**config.mk**
```make
export PLATFORM = sky130hd
export DESIGN_NAME = spi_ram_slave_p
export DESIGN_NICKNAME = d
export VERILOG_FILES = /design/src/rtl/spi_ram_slave_p.sv
export SDC_FILE = /design/constraint.sdc
export NUM_CORES = 2
export LEC_CHECK = 0
export CAP_MARGIN = 10
export CORE_UTILIZATION = 30
export CTS_CLUSTER_SIZE = 16
export DETAILED_ROUTE_END_ITERATION = 12
export DONT_BUFFER_PORTS = 1
export HOLD_SLACK_MARGIN = 0.08
export PLACE_DENSITY = 0.48
export SLEW_MARGIN = 20
export SYNTH_ARGS = -nofsm -noshare
export SYNTH_HDL_FRONTEND = slang
export SYNTH_SLANG_ARGS = --single-unit
```
**constraint.sdc**
```tcl
create_clock -name clk -period 5.9 [get_ports clk]
set_input_delay 0.885 -clock clk [delete_from_list [all_inputs] [get_ports clk]]
set_output_delay 0.885 -clock clk [all_outputs]
set_load 0.05 [all_outputs]
```
**src/rtl/spi_ram_slave_p.sv**
```systemverilog
// SPI-framed RAM slave: 2-bit command plus DATA_W payload per frame, with
// address/data write and address/data read commands against an internal memory.
module spi_ram_slave_p #(
  parameter int DATA_W   = 8,
  parameter int ADDR_W   = 8,
  parameter int AUTO_INC = 1
) (
  input  logic clk,
  input  logic rst,
  input  logic SS_n,
  input  logic MOSI,
  output logic MISO,
  output logic busy,
  output logic frame_err
);

  localparam int MEM_DEPTH = 2 ** ADDR_W;
  localparam int CW        = 6;

  localparam logic [2:0] IDLE    = 3'd0;
  localparam logic [2:0] CMD     = 3'd1;
  localparam logic [2:0] PAYLOAD = 3'd2;
  localparam logic [2:0] MEM     = 3'd3;
  localparam logic [2:0] TX      = 3'd4;
  localparam logic [2:0] WAIT_SS = 3'd5;

  logic [2:0]        state_r;
  logic [CW-1:0]     cnt_r;
  logic [1:0]        cmd_r;
  logic [DATA_W-1:0] shift_r;
  logic [DATA_W-1:0] tx_r;
  logic [ADDR_W-1:0] wr_ptr_r;
  logic [ADDR_W-1:0] rd_ptr_r;
  logic              rd_valid_r;
  logic              miso_r;
  logic              busy_r;
  logic              frame_err_r;
  logic [DATA_W-1:0] mem [MEM_DEPTH];

  logic              we_s;
  logic              in_frame_s;
  logic [DATA_W-1:0] rd_data_s;

  // Memory write strobe, abort detection and read-data selection.
  always_comb begin
    we_s       = 1'b0;
    in_frame_s = 1'b0;
    rd_data_s  = {DATA_W{1'b0}};
    if ((state_r == MEM) && !SS_n && (cmd_r == 2'b01)) begin
      we_s = 1'b1;
    end else begin
      we_s = 1'b0;
    end
    if ((state_r == CMD) || (state_r == PAYLOAD) || (state_r == MEM) || (state_r == TX)) begin
      in_frame_s = 1'b1;
    end else begin
      in_frame_s = 1'b0;
    end
    // A read before any read address has been set returns zeros.
    if (rd_valid_r) begin
      rd_data_s = mem[rd_ptr_r];
    end else begin
      rd_data_s = {DATA_W{1'b0}};
    end
  end

  // Memory array; contents survive reset.
  always_ff @(posedge clk) begin
    if (we_s) begin
      mem[wr_ptr_r] <= shift_r;
    end
  end

  // Frame sequencer, pointers and registered outputs.
  always_ff @(posedge clk or posedge rst) begin
    if (rst) begin
      state_r     <= IDLE;
      cnt_r       <= {CW{1'b0}};
      cmd_r       <= 2'b00;
      shift_r     <= {DATA_W{1'b0}};
      tx_r        <= {DATA_W{1'b0}};
      wr_ptr_r    <= {ADDR_W{1'b0}};
      rd_ptr_r    <= {ADDR_W{1'b0}};
      rd_valid_r  <= 1'b0;
      miso_r      <= 1'b0;
      busy_r      <= 1'b0;
      frame_err_r <= 1'b0;
    end else begin
      frame_err_r <= 1'b0;
      if (SS_n && in_frame_s) begin
        state_r     <= IDLE;
        busy_r      <= 1'b0;
        miso_r      <= 1'b0;
        frame_err_r <= 1'b1;
      end else begin
        case (state_r)
          IDLE: begin
            miso_r <= 1'b0;
            cnt_r  <= {CW{1'b0}};
            if (!SS_n) begin
              state_r <= CMD;
              busy_r  <= 1'b1;
            end else begin
              busy_r  <= 1'b0;
            end
          end
          CMD: begin
            cmd_r <= {cmd_r[0], MOSI};
            if (cnt_r == CW'(1)) begin
              state_r <= PAYLOAD;
              cnt_r   <= {CW{1'b0}};
            end else begin
              cnt_r   <= cnt_r + CW'(1);
            end
          end
          PAYLOAD: begin
            shift_r <= {shift_r[DATA_W-2:0], MOSI};
            if (cnt_r == CW'(DATA_W - 1)) begin
              state_r     <= MEM;
              cnt_r       <= {CW{1'b0}};
              frame_err_r <= (cmd_r == 2'b11) && !rd_valid_r;
            end else begin
              cnt_r       <= cnt_r + CW'(1);
            end
          end
          MEM: begin
            case (cmd_r)
              2'b00: wr_ptr_r <= shift_r[ADDR_W-1:0];
              2'b01: if (AUTO_INC != 0) wr_ptr_r <= wr_ptr_r + ADDR_W'(1);
              2'b10: begin
                rd_ptr_r   <= shift_r[ADDR_W-1:0];
                rd_valid_r <= 1'b1;
              end
              2'b11: if ((AUTO_INC != 0) && rd_valid_r) rd_ptr_r <= rd_ptr_r + ADDR_W'(1);
              default: ;
            endcase
            // Read data MSB goes straight to MISO; the rest waits in tx_r.
            if (cmd_r == 2'b11) begin
              state_r <= TX;
              miso_r  <= rd_data_s[DATA_W-1];
              tx_r    <= {rd_data_s[DATA_W-2:0], 1'b0};
            end else begin
              state_r <= WAIT_SS;
            end
          end
          TX: begin
            if (cnt_r == CW'(DATA_W - 1)) begin
              state_r <= WAIT_SS;
              miso_r  <= 1'b0;
            end else begin
              miso_r  <= tx_r[DATA_W-1];
              tx_r    <= {tx_r[DATA_W-2:0], 1'b0};
              cnt_r   <= cnt_r + CW'(1);
            end
          end
          WAIT_SS: begin
            miso_r <= 1'b0;
            if (SS_n) begin
              state_r <= IDLE;
              busy_r  <= 1'b0;
            end
          end
          default: begin
            state_r <= IDLE;
            busy_r  <= 1'b0;
            miso_r  <= 1'b0;
          end
        endcase
      end
    end
  end

  assign MISO      = miso_r;
  assign busy      = busy_r;
  assign frame_err = frame_err_r;

endmodule

```
# Yosys cells after proc, flatten, opt, wreduce, memory -nomap -nowiden
# Memories as Yosys holds them, arrays and structs flattened.
# Cells that the tools add are included.
[op_classes]
addsub = 3
eq_ne = 21
n_mux = 34
bitwise_logic = 1
n_reduce_logical = 27
[ops]
columns = ["op", "n"]
rows = [
  ["$pmux W8 S2", 3],
  ["$mux W8", 4],
  ["$pmux W6 S4", 1],
  ["$mux W3", 6],
  ["$mux W6", 3],
  ["$pmux W3 S6", 1],
  ["$add A8 B1 Y8 const B", 2],
  ["$mux W1", 14],
  ["$ne A3 B1 Y1 const B", 4],
  ["$reduce_and A3 Y1", 3],
  ["$reduce_and A2 Y1", 4],
  ["$reduce_and A4 Y1", 2],
  ["$add A6 B1 Y6 const B", 1],
  ["$eq A3 B2 Y1 const B", 2],
  ["$eq A3 B3 Y1 const B", 2],
  ["$eq A6 B1 Y1 const B", 1],
  ["$eq A6 B3 Y1 const B", 1],
  ["$ne A2 B1 Y1 const B", 3],
  ["$ne A3 B3 Y1 const B", 2],
  ["$pmux W1 S3", 2],
  ["$reduce_bool A2 Y1", 3],
  ["$reduce_and A5 Y1", 1],
  ["$eq A2 B2 Y1 const B", 2],
  ["$logic_and A1 B1 Y1", 4],
  ["11 further kinds", 15],
]
[totals]
ff_bits = 47
mem_bits_rw = 2048
in_bits = 4
output_inout_bits = 3
word_cells = 98
memories = 1
[memory_table]
columns = ["memory", "depth", "width", "read_ports", "rd_ports_with_merged_regs", "write_ports", "line_no", "source"]
rows = [
  ["mem", 256, 8, 1, 0, 1, "38", "logic [DATA_W-1:0] mem [MEM_DEPTH];"],
]

# Logic depth before layout (Yosys ltp)
[depth]
ltp_word = 8
mapped_depth = 14
mapped_depth_nobuf = 8

# Worst setup path after synthesis
# No wires, ideal clock.
[synth_path]
path_type = "flip-flop to flip-flop"
startpoint = "register shift_r[6]"
endpoint = "memory mem[0][6] (data pin)"
setup_ns = 0.811
t_arrival_ns = 3.220
required_time_ns = 5.089
slack_ns = 1.868
path_stages_with_launch = 1
path_buffers = 0
period_less_slack_ns = 4.032
cell_sequence = "dfrtp_1"
[synth_lines]
columns = ["item", "line_no", "source"]
rows = [
  ["start: declaration", "30", "logic [DATA_W-1:0] shift_r;"],
  ["start signal: assignment", "80", "shift_r <= {DATA_W{1'b0}};"],
  ["start signal: assignment", "117", "shift_r <= {shift_r[DATA_W-2:0], MOSI};"],
  ["end: declaration", "38", ""],
]
# Straight into the memory's write port.

# Worst setup path after layout
[layout_path]
startpoint = "register state_r[2]"
endpoint = "memory mem[243][2], enable pin"
[layout_via]
elab_chain_len = 6
[layout_lines]
columns = ["item", "line_no", "source"]
rows = [
  ["start: declaration", "27", "logic [2:0] state_r;"],
  ["start signal: assignment", "77", "state_r <= IDLE;"],
  ["start signal: assignment", "91", "state_r <= IDLE;"],
  ["start signal: assignment", "101", "state_r <= CMD;"],
  ["$eq A3 B2 Y1", "49", "if ((state_r == MEM) && !SS_n && (cmd_r == 2'b01)) begin"],
  ["$logic_and A1 B1 Y1 (2 in a row)", "49", ""],
  ["$mux W1", "49", ""],
  ["$mux W1", "69", "if (we_s) begin"],
  ["$mux W1 (not written as such)", "70", "mem[wr_ptr_r] <= shift_r;"],
]
# Every way passes these cells.

==> flow_metrics.tcl <==
set metrics [dict create \
    drt-pass1-iter-count 5 \
    synth.most_common_cell "edfxtp_1" \
    viasPerCell 5.255 \
    seq_area_frac_synth_pct 75.93 \
    reg2reg_slack_ns 0.89 \
    antenna_found_initial 15 \
    synth_largest_area_cell "edfxtp_1" \
    drtAntennaViolNets 0 \
    drt_iter0_markers 4951 \
    nNetsFinal 4132 \
    synth_top_area_share_pct 74.54 \
    path_class "register to register" \
    reg2reg_to "mem[243][2]" \
    cts.path.max_buffers 3 \
    ys_ff_latch 2094 \
    cts_buffers 216 \
    post_cts_buffers 0 \
    dp_hpwl_mm 148.5 \
    cp.arrival_ns 5.48 \
    rr_startpoint "state_r[2]" \
    io_buffers 0 \
    initial_utilization_pct 30.15 \
    root_buffer "clkbuf_16" \
    synth-edff-count 2048 \
    grt_util_all_layers_pct 17.88 \
    final_layout_size_suffix_gt1_share_pct 23.14 \
    utilization_pct 34.40 \
    path_max_fanout 18 \
    ff2ff_path_depth 6 \
    clock-sinks 2094 \
    slew_headroom_pct 14.37 \
    cts_htree_levels 4 \
    finalSetupViolCount 0 \
    critPathLaunchType "register" \
    grt_overflow 0 \
    rsz0062_at_grt "false" \
    min_delay_path_depth 1 \
    cts_resized 0 \
    path_clk_slew_ns 0.06 \
    synth_flop_cell "edfxtp_1" \
    yosys_warnings 0 \
    die_x_um 526.4 \
    route.detailed.wl_per_inst_um 31.67 \
    clk_latency_ns 0.87 \
    synth_area_per_cell_sq_um 20.69 \
    total_leakage_power_nw 31.42 \
    ys_top_cells_by_count "edfxtp_1, mux4_2, nor2_1, mux2i_1, nand2_1" \
    holdPathEnd "shift_r[0]" \
    gp_congestion 0.8366 \
    worstHoldStart "MOSI" \
    drc 0 \
    die_h_um 526.4 \
    grt_pass1_vias 41775 \
    worstSetupEndpointType "register" \
    fin_skew_ns 0.04095 \
    hold_slack_ns 0.1669 \
    layout_min_cycle_time_ns 5.011 \
    synthTopCellsByArea "edfxtp_1, mux4_2, mux2i_1" \
    setup-tns-final_ns 0 \
    fin_crit_sh_pct 84.92 \
    grt_start_max_net_pins 169 \
    routed-via-count 41450 \
    slew_viol_final 0 \
    synthCells 3987 \
    grt_pass1_wl_mm 348.3 \
    cap_violations 0 \
    async_reset_ff_share_pct 2.197 \
    p_per_area_nw_per_um2 424.3 \
    tightest_slew_ns 1.280 \
    syn_area_sq_um 82510 \
    wirelength_mm 249.8 \
    vdd_drop_max_mv 0.3374 \
    startpoint "state_r[2]" \
    synthesis.nets 3998 \
    fp.dieArea_sq_um 277100 \
    synth_cell_types 73 \
    area_growth_pct 14.08 \
    crit_required_ns 6.37 \
    rows 192 \
    cts_tree "done" \
    dpl.cell_count 7490 \
    core_sq_um 273600 \
    ios 7 \
    hold_class "input pin to register" \
    hold_viol_final 0 \
    status "completed" \
    fin_cells 7888 \
    fmax_mhz 199.6 \
]
-- worst max-delay path, cell delays in order (launching register included) --
cell,delay [ns]
dfrtp_1,0.56
or2_2,0.43
nor3_1,0.54
nand2_1,0.36
nor2_1,1.05
nand2_1,0.81
nor2_1,0.84
-- registers in the layout (all words and copies together) (netlist names), 2 cells and up --
signal / count
mem: 2048
rd_ptr_r: 8
shift_r: 8
wr_ptr_r: 8
tx_r: 7
cnt_r: 6
state_r: 3
cmd_r: 2
-- logic make-up (layout without fill, tap and decap cells) --
kind of cell	after synthesis	count (layout)	share of synthesized area, %
xor gates and xnor gates	4	4	0.04246
DFF	2094	2094	75.93
adders and majority gates	7	7	0.1061
other	0	4	0
and+or+nand+nor	558	558	2.915
AOI/OAI and AO/OA	392	392	3.209
buffers and inverters	252	560	1.961
muxes	680	680	15.84
-- per-layer routing --
| layer | wire length [um] | global-route usage, % | up-vias | part of all wire [%] |
|---|---|---|---|---|
| li1 | - | - | 16867 | - |
| met1 | 111700 | 25.67 | 22705 | 45 |
| met2 | 115700 | 27.99 | 1545 | 46 |
| met3 | 16060 | 3.018 | 333 | 6.4 |
| met4 | 6254 | 4.729 | 0 | 2.5 |
| met5 | 0 | 0 | - | 0 |
-- final cells by class --
type	instances	area [sq um]
diodes	4	10.01
clock buffers	273	5773
clock inverters	119	1244
fillers	25402	179500
inverters	13	51.30
multi-input cells	1641	18400
flip-flops and latches	2094	62700
well taps	3589	4491
repair buffers	155	1460
-- power by group --
group	leakage (nW)	total [mW]	switching, mW	internal [mW]
sequential	22.3	17.8	0.720	17.1
clock	3.42	13.7	5.83	7.83
combinational	5.71	8.46	5.71	2.75
-- worst max path at each step --
| stage | depth (start not counted) | to | slack (ns) |
|---|---|---|---|
| after detailed placement | 6 | mem[252][7] | 0.95 |
| after floorplan | 0 | mem[0][6] | 1.87 |
| final | 6 | mem[243][2] | 0.89 |
| after CTS | 6 | mem[243][0] | 1.17 |
| after global routing | 6 | mem[243][0] | 0.95 |
| after global placement | 6 | mem[252][2] | 0.87 |
-- metrics by stage --
step	total power [mW]	setup WS [ns]	instance area, sq um
6_report	39.94	0.8895	94120
5_1_grt	41.01	0.9514	94110
4_1_cts	40.27	1.168	94110
3_5_place_dp	26.67	0.9466	87080
3_3_place_gp	26.66	0.8706	87070
2_1_floorplan	22.92	1.868	82510
-- layout by cell type, fill, tap and decap left out, drive strengths merged, types with 5 or more instances in the layout --
| cell | netlist | layout |
|---|---|---|
| edfxtp | 2048 | 2048 |
| mux4 | 487 | 487 |
| nor2 | 307 | 307 |
| clkbuf | 88 | 273 |
| mux2i | 162 | 162 |
| buf | 150 | 153 |
| nand2 | 120 | 120 |
| a21oi | 94 | 94 |
| clkinv | 1 | 83 |
| a22oi | 55 | 55 |
| o21ai | 55 | 55 |
| dfrtp | 46 | 46 |
| o22ai | 31 | 31 |
| mux2 | 31 | 31 |
| nand3 | 31 | 31 |
| nor2b | 26 | 26 |
| a211oi | 23 | 23 |
| a31oi | 21 | 21 |
| bufinv | 0 | 21 |
| inv | 12 | 21 |
| a221oi | 18 | 18 |
| nor3 | 17 | 17 |
| o221ai | 16 | 16 |
| a2111oi | 14 | 14 |
| o211ai | 11 | 11 |
| a22o | 10 | 10 |
| nand2b | 8 | 8 |
| and2 | 8 | 8 |
| ha | 7 | 7 |
| clkinvlp | 0 | 7 |
| a211o | 6 | 6 |
| nor3b | 6 | 6 |
| or3 | 5 | 5 |
| nand4 | 5 | 5 |
| nor4 | 5 | 5 |
-- timing repair --
item | CTS | global route
endpoints found under the setup margin | 0 | 0
hold buffers | 2 | 0
hold endpoints to repair | 21 | 0
Note: power is estimated with default switching activity, not from simulation.
